File: src/rtl/column_pkg.sv
// Shared parameters, pixel state encoding and word/config field positions
// for the 16-pixel readout column.
package column_pkg;

    localparam int NPIX   = 16;
    localparam int TS_W   = 9;
    localparam int TOT_W  = 12;
    localparam int ADDR_W = $clog2(NPIX);
    localparam int CFG_W  = 4 * NPIX;
    localparam int COL_W  = 1 + ADDR_W + TS_W + TOT_W;

    // col_data layout: {valid, addr, toa, tot}
    localparam int COL_VALID_BIT = COL_W - 1;
    localparam int COL_ADDR_LSB  = TS_W + TOT_W;
    localparam int COL_TOA_LSB   = TOT_W;
    localparam int COL_TOT_LSB   = 0;

    // Bit positions inside each pixel's configuration nibble
    localparam int CFG_EN_BIT   = 3;
    localparam int CFG_TP_BIT   = 2;
    localparam int CFG_TRIM_LSB = 0;

    typedef enum logic [1:0] {
        IDLE  = 2'd0,
        BUSY  = 2'd1,
        READY = 2'd2
    } pix_state_e;

    function automatic logic [TOT_W-1:0] sat_inc(input logic [TOT_W-1:0] v);
        return (v == {TOT_W{1'b1}}) ? v : v + TOT_W'(1);
    endfunction

endpackage

File: src/rtl/super_pixel_cell.sv
// Single pixel front-end: ToA/ToT capture in mode 0, shutter-gated hit
// counting in mode 1, released to IDLE when the column reads it out.
module super_pixel_cell
    import column_pkg::*;
(
    input  logic             clk_40MHz,
    input  logic             rst_n,
    input  logic             i_clear,
    input  logic             i_mode,
    input  logic             i_eh,
    input  logic             i_shutter,
    input  logic             i_shutter_fall,
    input  logic [TS_W-1:0]  i_ts,
    input  logic             i_rd,
    output logic             o_ready,
    output logic [TS_W-1:0]  o_toa,
    output logic [TOT_W-1:0] o_tot
);

    pix_state_e       r_state;
    logic [TS_W-1:0]  r_toa;
    logic [TOT_W-1:0] r_tot;
    logic             r_eh_d;
    logic             w_rise;

    assign w_rise  = i_eh & ~r_eh_d;
    assign o_ready = (r_state == READY);
    assign o_toa   = r_toa;
    assign o_tot   = r_tot;

    // Pixel state machine with ToA/ToT/count registers and hit edge history
    always_ff @(posedge clk_40MHz or negedge rst_n) begin
        if (!rst_n) begin
            r_state <= IDLE;
            r_toa   <= '0;
            r_tot   <= '0;
            r_eh_d  <= 1'b0;
        end else if (i_clear) begin
            r_state <= IDLE;
            r_toa   <= '0;
            r_tot   <= '0;
            r_eh_d  <= 1'b0;
        end else begin
            r_eh_d <= i_eh;
            if (i_rd) begin
                // Readout wins over any hit arriving in the same cycle
                r_state <= IDLE;
                r_toa   <= '0;
                r_tot   <= '0;
            end else begin
                case (r_state)
                    IDLE: begin
                        if (!i_mode) begin
                            if (w_rise) begin
                                r_toa   <= i_ts;
                                r_tot   <= TOT_W'(1);
                                r_state <= BUSY;
                            end else begin
                                r_state <= IDLE;
                            end
                        end else begin
                            r_toa <= '0;
                            if (i_shutter && w_rise) begin
                                r_tot <= sat_inc(r_tot);
                            end else begin
                                r_tot <= r_tot;
                            end
                            if (i_shutter_fall && (r_tot != '0)) begin
                                r_state <= READY;
                            end else begin
                                r_state <= IDLE;
                            end
                        end
                    end
                    BUSY: begin
                        if (i_eh) begin
                            r_tot <= sat_inc(r_tot);
                        end else begin
                            r_state <= READY;
                        end
                    end
                    READY: begin
                        r_state <= READY;
                    end
                    default: begin
                        r_state <= IDLE;
                        r_toa   <= '0;
                        r_tot   <= '0;
                    end
                endcase
            end
        end
    end

endmodule

File: src/rtl/column_super_pixel.sv
// Readout column: config shift register, 16 pixel cells, priority arbiter
// and handshaked readout register. Optional hit_or_column via HIT_OR_COLUMN_EN.
module column_super_pixel
    import column_pkg::*;
(
    input  logic             clk_40MHz,
    input  logic             rst_n,
    input  logic             rst_n_pixel,
    input  logic [NPIX-1:0]  hit,
    input  logic             Dpulse,
    input  logic [TS_W-1:0]  TimeStamp,
    input  logic             mode,
    input  logic             shutter,
    input  logic [5:0]       config_info,
    input  logic             shake_hands_col,
    output logic [CFG_W-1:0] config_DAC,
    output logic [COL_W-1:0] col_data
`ifdef HIT_OR_COLUMN_EN
    ,
    output logic             hit_or_column
`endif
);

    logic [CFG_W-1:0]  r_config;
    logic [COL_W-1:0]  r_col_data;
    logic              r_mode_d;
    logic              r_shutter_d;

    logic [NPIX-1:0]   w_en;
    logic [NPIX-1:0]   w_tp;
    logic [NPIX-1:0]   w_eh;
    logic [NPIX-1:0]   w_ready;
    logic [NPIX-1:0]   w_rd;
    logic [TS_W-1:0]   w_toa [NPIX];
    logic [TOT_W-1:0]  w_tot [NPIX];
    logic              w_clear;
    logic              w_load;
    logic              w_shutter_fall;
    logic              w_sel_valid;
    logic [ADDR_W-1:0] w_sel_addr;
    logic [TS_W-1:0]   w_sel_toa;
    logic [TOT_W-1:0]  w_sel_tot;

    assign config_DAC     = r_config;
    assign col_data       = r_col_data;
    assign w_clear        = ~rst_n_pixel | (mode != r_mode_d);
    assign w_load         = ~r_col_data[COL_VALID_BIT] | shake_hands_col;
    assign w_shutter_fall = r_shutter_d & ~shutter;
    assign w_eh           = w_en & (hit | ({NPIX{Dpulse}} & w_tp));
    assign w_sel_toa      = w_toa[w_sel_addr];
    assign w_sel_tot      = w_tot[w_sel_addr];

    // Config shift register: only the 2'b11 command shifts a nibble in
    always_ff @(posedge clk_40MHz or negedge rst_n) begin
        if (!rst_n) begin
            r_config <= '0;
        end else if (config_info[5:4] == 2'b11) begin
            r_config <= {config_info[3:0], r_config[CFG_W-1:4]};
        end else begin
            r_config <= r_config;
        end
    end

    // Mode and shutter history for change/falling-edge detection
    always_ff @(posedge clk_40MHz or negedge rst_n) begin
        if (!rst_n) begin
            r_mode_d    <= 1'b0;
            r_shutter_d <= 1'b0;
        end else begin
            r_mode_d    <= mode;
            r_shutter_d <= shutter;
        end
    end

    // Lowest-index READY pixel wins the readout slot
    always_comb begin
        w_sel_valid = 1'b0;
        w_sel_addr  = '0;
        for (int i = NPIX - 1; i >= 0; i--) begin
            if (w_ready[i]) begin
                w_sel_valid = 1'b1;
                w_sel_addr  = ADDR_W'(i);
            end else begin
                w_sel_valid = w_sel_valid;
            end
        end
    end

    // Readout register; invalid slots keep the previous payload fields
    always_ff @(posedge clk_40MHz or negedge rst_n) begin
        if (!rst_n) begin
            r_col_data <= '0;
        end else if (w_clear) begin
            r_col_data <= '0;
        end else if (w_load) begin
            if (w_sel_valid) begin
                r_col_data <= {1'b1, w_sel_addr, w_sel_toa, w_sel_tot};
            end else begin
                r_col_data[COL_VALID_BIT] <= 1'b0;
            end
        end else begin
            r_col_data <= r_col_data;
        end
    end

    for (genvar g = 0; g < NPIX; g++) begin : g_pix
        assign w_en[g] = r_config[4*g + CFG_EN_BIT];
        assign w_tp[g] = r_config[4*g + CFG_TP_BIT];
        assign w_rd[g] = w_load & w_sel_valid & (w_sel_addr == ADDR_W'(g)) & ~w_clear;

        super_pixel_cell u_cell (
            .clk_40MHz      (clk_40MHz),
            .rst_n          (rst_n),
            .i_clear        (w_clear),
            .i_mode         (mode),
            .i_eh           (w_eh[g]),
            .i_shutter      (shutter),
            .i_shutter_fall (w_shutter_fall),
            .i_ts           (TimeStamp),
            .i_rd           (w_rd[g]),
            .o_ready        (w_ready[g]),
            .o_toa          (w_toa[g]),
            .o_tot          (w_tot[g])
        );
    end

`ifdef HIT_OR_COLUMN_EN
    logic r_hit_or;

    assign hit_or_column = r_hit_or;

    // Registered column-wide OR of effective hits
    always_ff @(posedge clk_40MHz or negedge rst_n) begin
        if (!rst_n) begin
            r_hit_or <= 1'b0;
        end else begin
            r_hit_or <= |w_eh;
        end
    end
`endif

endmodule

File: config.mk
export PLATFORM = sky130hd
export DESIGN_NAME = column_super_pixel
export DESIGN_NICKNAME = d
export VERILOG_FILES = /design/src/rtl/column_pkg.sv /design/src/rtl/super_pixel_cell.sv /design/src/rtl/column_super_pixel.sv
export SDC_FILE = /design/constraint.sdc
export NUM_CORES = 1
export LEC_CHECK = 0
export ABC_AREA = 1
export BUFFER_PORTS_ARGS = -buffer_cell sky130_fd_sc_hd__clkbuf_2
export CAP_MARGIN = 20
export CORE_MARGIN = 4
export CORE_UTILIZATION = 45
export DETAILED_ROUTE_END_ITERATION = 8
export HOLD_SLACK_MARGIN = 0.12
export PLACE_DENSITY = 0.63
export SETUP_SLACK_MARGIN = 0.3
export SLEW_MARGIN = 40
export SYNTH_ARGS = -nofsm -noshare
export SYNTH_HDL_FRONTEND = slang
export SYNTH_SLANG_ARGS = --single-unit
File: constraint.sdc
create_clock -name clk_40MHz -period 6.1 [get_ports clk_40MHz]
set_input_delay 0.305 -clock clk_40MHz [delete_from_list [all_inputs] [get_ports clk_40MHz]]
set_output_delay 0.305 -clock clk_40MHz [all_outputs]
set_load 0.05 [all_outputs]
==> results of run 1 <==
## worst max-delay path by stage
stage                                                  to  slack, ns  cells after the start
floorplan                         col_data[3]$_DFFE_PN0P_       3.59                     17
global placement    g_pix[13].u_cell.o_toa[2]$_DFFE_PN0P_       1.65                     23
detailed placement   g_pix[1].u_cell.o_tot[7]$_DFFE_PN0P_       1.66                     23
CTS                  g_pix[1].u_cell.o_tot[5]$_DFFE_PN0P_       1.62                     23
global route         g_pix[9].u_cell.o_tot[6]$_DFFE_PN0P_       1.19                     23
finish              g_pix[10].u_cell.o_tot[9]$_DFFE_PN0P_       1.50                     16
## metrics by stage
stage	hold slack, ns	cell area, um2
final	0.147	34300
after global routing	0.157	34300
after CTS	0.122	34200
after detailed placement	0.264	32200
after global placement	0.446	32100
after floorplan	0.00941	31000
## power by group through the flow
stage               Sequential, mW  Clock, mW  Combinational, mW
detailed placement            3.54          0               2.81
global route                  3.51       3.73               3.07
global placement              3.53          0               2.79
finish                        3.49       3.54               2.85
floorplan                     3.87          0               1.48
CTS                           3.49       3.60               2.82
## worst max-delay path, cell delays in order (launching register included)
cell and delay (ns):
dfrtp_1 0.39, inv_1 0.09, ha_1 0.29, nor2_1 0.33
nand3_1 0.17, o211ai_1 0.20, nand2_1 0.11, a21oi_4 0.23
buf_12 0.61, nand2_1 0.32, nor2_2 0.38, inv_1 0.32
nand3b_1 0.22, nand2_1 0.28, inv_2 0.32, nand3_1 0.11
o21ai_1 0.10
## cell type report
cell class	instances	area [um2]
fill	6868	33500
multi-input combinational	3033	15700
sequential	476	11900
inverter	683	2570
clock buffer	78	1590
tap	873	1090
timing repair buffer	164	1040
clock inverter	21	315
antenna	1	2.50
## repair_timing
item,CTS,global route
endpoints found under the setup margin,0,0
hold endpoints to repair,198,0
hold buffers,10,0
## placed cells by master (no fill, tap or decap), types with 18 or more instances in the layout
master and instances:
o21bai_1 18, a21oi_1 128, nor2_1 318, nand4_1 255, ha_1 98, dfrtp_1 476
nand3_1 484, o2111ai_1 21, clkbuf_2 126, o21ai_1 51, inv_2 20, inv_1 657
xor2_1 70, clkbuf_16 56, nor3_1 89, nor4_1 26, nand3b_1 65, nand2_1 922
o21ai_0 353
## registers in the layout, summed over array words and instances (netlist names)
name,flops
g_pix.u_cell.r_state,32
col_data,26
g_pix.u_cell.o_toa,144
r_mode_d,1
g_pix.u_cell.o_tot,192
r_shutter_d,1
config_DAC,64
g_pix.u_cell.r_eh_d,16
## kinds of logic (layout without fill, tap and decap cells)
family | Yosys count | count (layout) | share of synthesized area, %
and+or+nand+nor | 2205 | 2205 | 32.7
buffers and inverters | 881 | 946 | 11.0
AOI/OAI and AO/OA | 654 | 654 | 11.8
DFF | 476 | 476 | 38.5
adders and majority gates | 98 | 98 | 3.96
xor gates and xnor gates | 72 | 72 | 2.04
muxes | 4 | 4 | 0.145
other | 0 | 1 | 0
## layer usage
layer  vias to the layer above  wire length, um
met5                         -               13
met4                         2             5970
met3                       269             7220
met2                      1039            46800
met1                     14200            45900
li1                      14500                -
==> impl_metrics.csv, run 1 <==
group,metric,value,unit
timing,setup_tns,0,ns
power,combPwrFrac,28.9,%
timing,drv_slew,0,
logic_synthesis,synth_nets,4526,
timing,hold_violations,0,
grt,grt.overflow.total,0,
timing,setup_ws,1.50,ns
worst_setup_path,crit_path_start_kind,"flip-flop",
placed_design,hpwlAfterDp,76.8,mm
clock_network,cts-buffers-inserted,56,
worst_setup_path,arrival,5.15,ns
grt,grt_pass1_wl,165,mm
timing,fin_skew,0.0276,ns
logic_synthesis,synth-main-ff-cell,"dfrtp_1",
layout,nets,4550,
clock_network,cts_setup_buffers,0,
timing,grt_setup_unrepaired,"no",
min_path,hold_depth,5,
logic_synthesis,synth_top_cells_by_area,"dfrtp_1, nand2_1, inv_1, nand3_1, o21ai_0",
grt,use_met2,44.1,%
drt,vias_per_cell,5.65,
grt,met1_usage,38.5,%
timing,period_share,75.5,%
power,p_leak,16.1,nW
worst_setup_path,crit_start,"g_pix[9].u_cell.r_state[0]$_DFFE_PN0P_",
clock_network,clkTransAtPathRegs,0.06,ns
logic_synthesis,yosysMostFrequentCell,"nand2_1",
logic_synthesis,synth_edf_count,0,
worst_setup_path,regToRegEndpoint,"g_pix[10].u_cell.o_tot[9]$_DFFE_PN0P_",
min_path,hold_end,"g_pix[14].u_cell.r_eh_d$_DFF_PN0_",
logic_synthesis,syn_inst,4390,
drt,finalWirelength,106,mm
logic_synthesis,yosys-top-cells-count,"nand2_1, inv_1, nand3_1, dfrtp_1, o21ai_0",
min_path,hold_path.class,"in2reg",
grt,grt_busiest_layer,"met2",
drt,vias,30100,
power,p_per_area,288,nW/um2
grt,global_route.usage.met3,4.79,%
logic_synthesis,synth.top_cell.area_share,38.5,%
placed_design,io_buffers,127,
worst_setup_path,r2r_slack,1.50,ns
clock_network,post_cts_resized,0,
layout,syn2layout_area_growth,10.6,%
clock_network,cts_tree,"yes",
floorplanning,start_util,45.7,%
power,seq_power_share,35.3,%
worst_setup_path,worst_ep_required_time,6.65,ns
drt,wl_per_cell,19.9,um
floorplanning,std_cell_rows,95,
power,switching_share,37.9,%
drt,drt_iter0_drc,2865,
layout,fin_cells,5329,
layout,drive_gt1_share,7.21,%
timing,layout_min_cycle_time,4.60,ns
worst_setup_path,path_max_fanout,172,
clock_network,cts_root_buf,"clkbuf_16",
power,p_clk_share,35.9,%
grt,grt_pass1_vias,28200,
logic_synthesis,ys_seq_area_share,38.5,%
clock_network,clock_path_buffers,3,
placed_design,place_inst,5219,
drt,drc_errors,0,
logic_synthesis,yosys_warnings,0,
logic_synthesis,synth_top_area_cell,"dfrtp_1",
layout,fin_util,50.6,%
logic_synthesis,syn_avg_cell_area,7.05,um2
placed_design,gp_routability_congestion,0.951,
logic_synthesis,post_synth_num_cell_types,51,
grt,track_usage,28.3,%
placed_design,post-place-ws,1.66,ns
timing,worst_pin_slew,0.874,ns
power,p_sw,3.75,mW
floorplanning,die_area,73100,um2
floorplanning,die_y,270,um
clock_network,clock_sinks,476,
logic_synthesis,synth-async-reset-ratio,100,%
logic_synthesis,synth-seq-cells,476,
grt,grt_max_degree,173,
power,p_int,6.14,mW
timing,max_freq,217,MHz
power,ir_worst_vdd,0.245,mV
drt,ant_nets,0,
outcome,outcome,"finished, final reports clean",
floorplanning,core_area,67800,um2
worst_setup_path,r2r-start,"g_pix[9].u_cell.r_state[0]$_DFFE_PN0P_",
clock_network,clock_latency,0.64,ns
worst_setup_path,rr_worst_depth,16,
min_path,min-delay-start,"hit[14]",
clock_network,htree_levels,2,
timing,finalSetupViolations,0,
power,finalPower,9.88,mW
floorplanning,die_w,270,um
worst_setup_path,critPathKind,"reg2reg",
timing,maxSlewHeadroom,41.7,%
grt,antenna_found_initial,3,
logic_synthesis,syn_area,31000,um2
worst_setup_path,end_kind,"flip-flop",
flow_run,drv_cap,0,
drt,first_pass_iters,6,
floorplanning,ios,128,
Note: power is estimated with default switching activity, not from simulation.
==> run 2, diff against run 1 <==
--- a/config.mk
+++ b/config.mk
@@ -12,7 +12,7 @@
 export CORE_UTILIZATION = 45
 export DETAILED_ROUTE_END_ITERATION = 8
 export HOLD_SLACK_MARGIN = 0.12
-export PLACE_DENSITY = 0.63
+export PLACE_DENSITY = 0.66
 export SETUP_SLACK_MARGIN = 0.3
 export SLEW_MARGIN = 40
 export SYNTH_ARGS = -nofsm -noshare
==> constraint.sdc (replaced) <==
create_clock -name clk_40MHz -period 3.7 [get_ports clk_40MHz]
set_input_delay 0.185 -clock clk_40MHz [delete_from_list [all_inputs] [get_ports clk_40MHz]]
set_output_delay 0.185 -clock clk_40MHz [all_outputs]
set_load 0.05 [all_outputs]
==> impl_metrics.csv, run 2 (synthesis gave the netlist of run 1 again) <==
group,metric,value,unit
floorplanning,die_area,73100,um2
layout,nets,4648,
grt,grt.overflow.total,0,
drt,drc_errors,0,
timing,fin_skew,0.0530,ns
flow_run,drv_cap,0,
grt,global_route.usage.met3,4.66,%
placed_design,gp_routability_congestion,0.995,
drt,vias,31000,
floorplanning,start_util,45.7,%
grt,antenna_found_initial,1,
clock_network,clkTransAtPathRegs,0.07,ns
clock_network,clock_sinks,476,
worst_setup_path,end_kind,"flip-flop",
worst_setup_path,arrival,3.88,ns
layout,layout_commonest_cell,"nand2_1",
worst_setup_path,crit_path_start_kind,"flip-flop",
layout,final_cell_mix,"nand2_1, inv_1, nand3_1",
timing,hold_violations,0,
drt,first_pass_iters,6,
timing,worst_pin_slew,0.812,ns
grt,grt_pass1_vias,28600,
clock_network,cts-buffers-inserted,56,
layout,largest_reg_flops,192,
timing,period_share,91.3,%
worst_setup_path,worst_ep_required_time,4.20,ns
layout,fin_area,35300,um2
floorplanning,std_cell_rows,95,
floorplanning,ios,128,
layout,fill_cells,6728,
drt,vias_per_cell,5.71,
drt,drt_iter0_drc,3133,
timing,drv_slew,0,
drt,finalWirelength,109,mm
layout,fin_cells,5434,
placed_design,io_buffers,127,
timing,grt_setup_unrepaired,"yes",
floorplanning,die_w,270,um
power,ir_worst_vdd,0.422,mV
timing,finalSetupViolations,0,
power,p_leak,16.6,nW
worst_setup_path,r2r_slack,0.32,ns
clock_network,cts_tree,"yes",
grt,grt_pass1_wl,168,mm
timing,setup_tns,0,ns
layout,syn2layout_area_growth,13.9,%
drt,wl_per_cell,20.1,um
placed_design,placed_area,32800,um2
worst_setup_path,critPathKind,"reg2reg",
timing,maxSlewHeadroom,45.7,%
layout,drive_gt1_share,9.17,%
worst_setup_path,regToRegEndpoint,"g_pix[5].u_cell.o_tot[3]$_DFFE_PN0P_",
timing,layout_min_cycle_time,3.38,ns
timing,max_freq,296,MHz
clock_network,clock_path_buffers,3,
min_path,hold_path.class,"in2reg",
clock_network,clock_latency,0.66,ns
min_path,hold_depth,5,
grt,met1_usage,40.2,%
min_path,min-delay-start,"hit[1]",
outcome,outcome,"finished, final reports clean",
floorplanning,core_area,67800,um2
power,p_per_area,458,nW/um2
drt,ant_nets,0,
min_path,hold_end,"g_pix[1].u_cell.r_eh_d$_DFF_PN0_",
layout,fin_util,52.1,%
placed_design,place_inst,5283,
worst_setup_path,path_max_fanout,17,
clock_network,cts_root_buf,"clkbuf_16",
grt,grt_busiest_layer,"met2",
placed_design,hpwlAfterDp,77.6,mm
clock_network,htree_levels,2,
worst_setup_path,rr_worst_depth,16,
grt,track_usage,28.8,%
grt,use_met2,43.8,%
grt,grt_max_degree,125,
worst_setup_path,r2r-start,"g_pix[10].u_cell.r_state[0]$_DFFE_PN0P_",
floorplanning,die_y,270,um
-- run 2: changes by cell type in the layout (fill, tap and decap cells not counted), sizes merged --
cell / change
buf: +72
bufinv: -4
clkbuf: +1
clkinv: +12
clkinvlp: +4
dlygate4sd3: +22
inv: -3
o21ai: +1
-- run 2: report_power, final --
| part | internal [mW] | total (mW) | leakage (nW) | switching [mW] |
|---|---|---|---|---|
| logic | 1.28 | 4.77 | 9.22 | 3.49 |
| registers | 5.52 | 5.77 | 6.45 | 0.251 |
| clock network | 3.20 | 5.63 | 0.917 | 2.43 |
-- run 2: final cells by class --
class	instances	area [um2]	area share (%)
flip-flops and latches	476	11900	33.8
diodes	1	2.50	0.00710
inverters	683	2580	7.30
clock inverters	30	294	0.834
clock buffers	76	1570	4.44
repair buffers	261	1990	5.65
well taps	873	1090	3.10
multi-input cells	3034	15800	44.9
-- run 2: worst max-delay path, stage by stage, from the launching register on --
cell and delay (ns):
dfrtp_1 0.38, inv_1 0.09, ha_1 0.24, inv_1 0.15, nand2_1 0.09, inv_1 0.08
nand2_1 0.08, a31oi_1 0.16, inv_1 0.11, a21oi_4 0.24, inv_2 0.14, nor3_4 0.31
nand2_1 0.42, o21ai_4 0.34, inv_2 0.16, o21ai_1 0.17, nor2_1 0.05
-- run 2: layer usage --
metal | up-vias | wire [um]
met3 | 253 | 9380
met4 | 0 | 5870
met1 | 14600 | 46400
met5 | - | 0
met2 | 1407 | 47500
li1 | 14800 | -
-- run 2: metrics by stage --
stage               power (mW)  hold WS [ns]  worst slack, ns
floorplan                 8.82        -0.111             1.19
global placement          10.3         0.280            0.279
detailed placement        10.4         0.278            0.272
CTS                       16.1         0.143            0.300
global route              16.9         0.190            0.150
finish                    16.2         0.179            0.323
-- run 2: worst max-delay path by stage --
stage	from	end	slack (ns)	depth (start not counted)
after floorplan	g_pix[9].u_cell.r_state[0]$_DFFE_PN0P_	col_data[3]$_DFFE_PN0P_	1.19	17
after global placement	g_pix[9].u_cell.r_state[0]$_DFFE_PN0P_	g_pix[15].u_cell.o_tot[8]$_DFFE_PN0P_	0.28	16
after detailed placement	g_pix[15].u_cell.r_state[0]$_DFFE_PN0P_	g_pix[13].u_cell.o_toa[7]$_DFFE_PN0P_	0.27	22
after CTS	g_pix[10].u_cell.r_state[0]$_DFFE_PN0P_	g_pix[10].u_cell.o_toa[2]$_DFFE_PN0P_	0.30	17
after global routing	g_pix[10].u_cell.r_state[0]$_DFFE_PN0P_	g_pix[5].u_cell.o_tot[3]$_DFFE_PN0P_	0.15	16
final	g_pix[10].u_cell.r_state[0]$_DFFE_PN0P_	g_pix[5].u_cell.o_tot[3]$_DFFE_PN0P_	0.32	16
-- run 2: timing repair --
action,in CTS,in global routing
cloned,0,3
buffers inserted,4,4
pin swaps,1,5
hold buffers,31,1
gates resized for setup,2,31
hold endpoints to repair,192,25
endpoints found under the setup margin,16,205
